$ cat config.mk
export PLATFORM = sky130hd
export DESIGN_NAME = barrett_precompute
export DESIGN_NICKNAME = d
export VERILOG_FILES = /design/src/rtl/barrett_precompute.sv
export SDC_FILE = /design/constraint.sdc
export NUM_CORES = 1
export LEC_CHECK = 0
export ABC_AREA = 1
export CORE_ASPECT_RATIO = 0.75
export CORE_MARGIN = 2
export CORE_UTILIZATION = 56
export DETAILED_ROUTE_END_ITERATION = 16
export GPL_TIMING_DRIVEN = 1
export PLACE_DENSITY_LB_ADDON = 0.12
export SETUP_SLACK_MARGIN = 0.1
export SYNTH_ARGS = -nofsm -noshare
export SYNTH_HDL_FRONTEND = slang
export SYNTH_SLANG_ARGS = --single-unit
$ cat constraint.sdc
create_clock -name clk_i -period 6.1 [get_ports clk_i]
set_clock_uncertainty 0.15 [all_clocks]
set_input_delay 1.22 -clock clk_i [delete_from_list [all_inputs] [get_ports clk_i]]
set_output_delay 1.22 -clock clk_i [all_outputs]
set_load 0.05 [all_outputs]
$ cat src/rtl/barrett_precompute.sv
// barrett_precompute: derives k = ceil(log2 m) and mu = floor(2^(2k)/m) for barrett_pipelined.
// Optional last-modulus result cache is enabled by defining BARRETT_PRECOMP_CACHE_EN.
module barrett_precompute #(
  parameter int WIDTH = 64
) (
  input  logic             clk_i,
  input  logic             rst_ni,
  input  logic             start_i,
  input  logic [WIDTH-1:0] m_i,
  output logic             busy_o,
  output logic             valid_o,
  output logic             error_o,
  output logic [WIDTH-1:0] m_o,
  output logic [WIDTH-1:0] m_bl_o,
  output logic [WIDTH-1:0] mu_o
);
  localparam int KW = $clog2(WIDTH);
  localparam int CW = KW + 1;

  typedef enum logic [1:0] {IDLE, LEN, DIV, DONE} state_t;
  state_t state_q, state_d;

  logic [WIDTH-1:0] m_q, q_q, q_next, r_q, r_next, hit_mu;
  logic [WIDTH:0]   r_shift;
  logic [KW-1:0]    k_q, len_k, hit_k;
  logic [CW-1:0]    cnt_q;
  logic             accept, len_err, div_last, r_ge, cache_hit;

  // k is the bit length of m-1, which is ceil(log2 m) and gives k=0 for m=1
  function automatic logic [KW-1:0] ceil_log2(input logic [WIDTH-1:0] m);
    logic [WIDTH-1:0] v;
    ceil_log2 = '0;
    v = m - WIDTH'(1);
    for (int i = 0; i < WIDTH; i++)
      if (v[i]) ceil_log2 = KW'(i + 1);
  endfunction

  assign accept   = start_i && ((state_q == IDLE) || (state_q == DONE));
  assign len_k    = ceil_log2(m_q);
  assign len_err  = (m_q == '0) || (m_q[WIDTH-1] && (|m_q[WIDTH-2:0]));
  assign div_last = (cnt_q == '0);

  // Remainder stays below m <= 2^(WIDTH-1), so only the shifted value needs the extra bit
  assign r_shift = {r_q, (cnt_q == {k_q, 1'b0})};
  assign r_ge    = (r_shift >= {1'b0, m_q});
  assign r_next  = r_ge ? WIDTH'(r_shift - {1'b0, m_q}) : WIDTH'(r_shift);
  assign q_next  = WIDTH'({q_q, r_ge});

`ifdef BARRETT_PRECOMP_CACHE_EN
  logic             cache_valid_q;
  logic [WIDTH-1:0] cache_m_q, cache_mu_q;
  logic [KW-1:0]    cache_k_q;

  assign cache_hit = cache_valid_q && (cache_m_q == m_q);
  assign hit_k     = cache_k_q;
  assign hit_mu    = cache_mu_q;

  always_ff @(posedge clk_i or negedge rst_ni) begin
    if (!rst_ni) begin
      cache_valid_q <= 1'b0;
      cache_m_q     <= '0;
      cache_k_q     <= '0;
      cache_mu_q    <= '0;
    end else if ((state_q == DIV) && div_last) begin
      cache_valid_q <= 1'b1;
      cache_m_q     <= m_q;
      cache_k_q     <= k_q;
      cache_mu_q    <= q_next;
    end
  end
`else
  assign cache_hit = 1'b0;
  assign hit_k     = '0;
  assign hit_mu    = '0;
`endif

  always_ff @(posedge clk_i or negedge rst_ni) begin
    if (!rst_ni) state_q <= IDLE;
    else         state_q <= state_d;
  end

  always_comb begin
    state_d = state_q;
    case (state_q)
      IDLE:    if (start_i) state_d = LEN;
      LEN:     state_d = (len_err || cache_hit) ? DONE : DIV;
      DIV:     if (div_last) state_d = DONE;
      DONE:    state_d = start_i ? LEN : IDLE;
      default: state_d = IDLE;
    endcase
  end

  // Results are registered on the edge entering DONE and held until the next DONE
  always_ff @(posedge clk_i or negedge rst_ni) begin
    if (!rst_ni) begin
      busy_o  <= 1'b0;
      valid_o <= 1'b0;
      error_o <= 1'b0;
      m_o     <= '0;
      m_bl_o  <= '0;
      mu_o    <= '0;
      m_q     <= '0;
      q_q     <= '0;
      r_q     <= '0;
      k_q     <= '0;
      cnt_q   <= '0;
    end else begin
      busy_o  <= (state_d == LEN) || (state_d == DIV);
      valid_o <= (state_d == DONE);
      if (accept) m_q <= m_i;
      case (state_q)
        LEN: begin
          k_q   <= len_k;
          r_q   <= '0;
          q_q   <= '0;
          cnt_q <= {len_k, 1'b0};
          if (len_err) begin
            error_o <= 1'b1;
            m_o     <= m_q;
            m_bl_o  <= '0;
            mu_o    <= '0;
          end else if (cache_hit) begin
            error_o <= 1'b0;
            m_o     <= m_q;
            m_bl_o  <= WIDTH'(hit_k);
            mu_o    <= hit_mu;
          end
        end
        DIV: begin
          r_q   <= r_next;
          q_q   <= q_next;
          cnt_q <= cnt_q - CW'(1);
          if (div_last) begin
            error_o <= 1'b0;
            m_o     <= m_q;
            m_bl_o  <= WIDTH'(k_q);
            mu_o    <= q_next;
          end
        end
        default: ;
      endcase
    end
  end
endmodule

==> impl_metrics.json <==
{
  "status": "finished with violations",
  "violations": "max-capacitance violations, max-slew violations",
  "dieArea_sq_um": 36170,
  "fin_util": 0.6657,
  "fmax_ghz": 0.1779,
  "leakage_nw": 10.72,
  "grt_overflow": 0,
  "grt_pass1_vias": 15400,
  "clock_latency_ns": 0.54,
  "ys_async_sr_fraction": 1.000,
  "clockBufferDepth": 3,
  "drive_above_1_share": 0.06970,
  "yosys.area.top_type": "dfrtp_1",
  "cp_data_required_time_ns": 6.36,
  "min_period_over_period": 0.9213,
  "clock_sinks": 343,
  "cp_common_cell": "nand2_2",
  "layout_commonest_cell": "nand2_1",
  "die_h_um": 165.2,
  "endpoint_kind": "flip-flop",
  "instances_no_fill": 3055,
  "syn_area_sq_um": 19400,
  "final_net_count": 2713,
  "hold_class": "flip-flop to flip-flop",
  "yosysSeqAreaShare": 0.4423,
  "vias": 16580,
  "post-place-cells": 2979,
  "start_util": 0.5641,
  "rsz0062_at_grt": "false",
  "cts_buffers": 36,
  "yosysWarnings": 0,
  "syn_to_final_growth_pct": 18.02,
  "critPathKind": "flip-flop to flip-flop",
  "critPathLaunchType": "flip-flop",
  "worstMarginPinSlew_ns": 1.634,
  "grt_max_degree": 129,
  "place.gp.congestion": 0.9705,
  "io_buffers": 203,
  "synth_seq_cells": 343,
  "final_cell_mix": "583 x nand2_1, 342 x dfrtp_1, 232 x nor2_1",
  "totalWireLength_um": 49370,
  "worstPathArrival_ns": 5.88,
  "finalPower_mw": 10.66,
  "final.fill_count": 2944,
  "synth.avg_cell_area_sq_um": 8.109,
  "synth_area_leaders": "dfrtp_1 44%, nand2_1 11%, o21ai_0 4.8%, a21oi_1 4.8%, ha_1 4.7%",
  "rows": 59,
  "drv_cap": 1,
  "powerDensity_nw_per_um2": 465.4,
  "reg2reg_slack_ns": 0.48,
  "clockRootBuffer": "clkbuf_16",
  "htree_levels": 2,
  "antenna_found_initial": 0,
  "final_antenna_net_count": 0,
  "grt_pass1_wl_um": 79740,
  "first_pass_iters": 6,
  "relSlewSlack": -0.09648,
  "hold_viol": 0,
  "fin_hold_ws_ns": 0.3288,
  "num_io_pins": 262,
  "synth_ff_type": "dfrtp_1",
  "holdBufCountCts": 0,
  "yosysTopAreaCellShare": 0.4423,
  "clk_pin_slew_ns": 0.07,
  "drtIter0Drc": 1440,
  "min_period_ns": 5.620,
  "synth_cell_types": 66,
  "fin_setup_tns_ns": 0,
  "die_w_um": 218.9,
  "slowest_delay_ns": 0.42,
  "drv_slew": 4,
  "synth_edf_count": 0,
  "synthCells": 2393,
  "via_per_inst": 5.428,
  "cp_max_fo": 6,
  "crit_path_top_delay_cell": "dfrtp_1",
  "finalSetupViolCount": 0,
  "wire_per_inst_um": 16.16,
  "cts_tree": "done",
  "track_usage": 0.2712,
  "core-area_sq_um": 34400,
  "dpl.hpwl_um": 35010,
  "worst_ir_drop_vdd_mv": 0.3701,
  "drc": 0
}
## sequential cells by signal, summed over array words and instances (netlist names)
signal	cells
busy_o	1
r_q	64
k_q	6
m_q	64
m_bl_o	6
cnt_q	7
mu_o	64
error_o	1
q_q	63
state_q	2
valid_o	1
m_o	64
## logic make-up after synthesis
group,Yosys count,synth area share
simple gates,938,0.1994
other cells,1,0.0001933
fa+ha+maj,74,0.04810
compound gates,555,0.1679
xor+xnor,120,0.05416
flops,343,0.4423
buf+inv,362,0.08795
## power by group
part,switching [mW],internal (mW),total [mW]
combinational,3.77,1.47,5.25
sequential,0.395,2.79,3.19
clock,0.931,1.29,2.22
## per-layer routing
layer,global-route usage,share of wire
met1,0.4338,0.50
met2,0.3750,0.40
met3,0.05513,0.077
met4,0.05559,0.015
met5,0,0
## final cells by class
class | instances | area, sq um | area share
sequential | 343 | 8584 | 0.3749
tap | 457 | 571.8 | 0.02497
antenna | 1 | 2.502 | 0.0001093
inverter | 208 | 783.3 | 0.03420
clock buffer | 47 | 1002 | 0.04376
timing repair buffer | 236 | 2380 | 0.1039
clock inverter | 16 | 178.9 | 0.007813
multi-input combinational | 1747 | 9398 | 0.4104
## cell usage after synthesis (all sizes together), types with 4 or more instances
master	number
a21oi	195
a31oi	19
a32o	10
buf	81
clkbuf	71
dfrtp	343
ha	73
inv	206
nand2	612
nand3	39
nand4	15
nor2	235
nor3	21
nor4	11
o211ai	8
o21ai	235
o21bai	4
o31ai	65
xnor2	40
xor2	80
## worst paths after layout
kind,end,depth (start not counted),from
worst max-delay path,r_q[39],43,cnt_q[4]
worst min-delay path,mu_o[19],2,mu_o[19]
worst max register to register,r_q[39],43,cnt_q[4]
worst min register to register,mu_o[19],2,mu_o[19]
max in group asynchronous,valid_o,2,rst_ni
min in group asynchronous,r_q[19],1,rst_ni
## stage by stage
step,setup WS [ns],instance area [sq um]
floorplan,0.8847,19620
global placement,0.4463,21560
detailed placement,0.2944,21560
CTS,0.2926,22740
global route,0.06492,22900
finish,0.4802,22900
## critical path: cells and delay by family (launching register included)
family / cells / cell delay (ns)
xor+xnor: 1 / 0.17
flops: 1 / 0.42
fa+ha+maj: 1 / 0.24
simple gates: 28 / 2.49
buf+inv: 2 / 0.30
compound gates: 11 / 1.72
## timing repair
item	in CTS	in global routing
setup buffers	0	9
resized for setup	0	12
endpoints found under the setup margin	0	62
No activity file was read; power rests on OpenSTA's default activity.
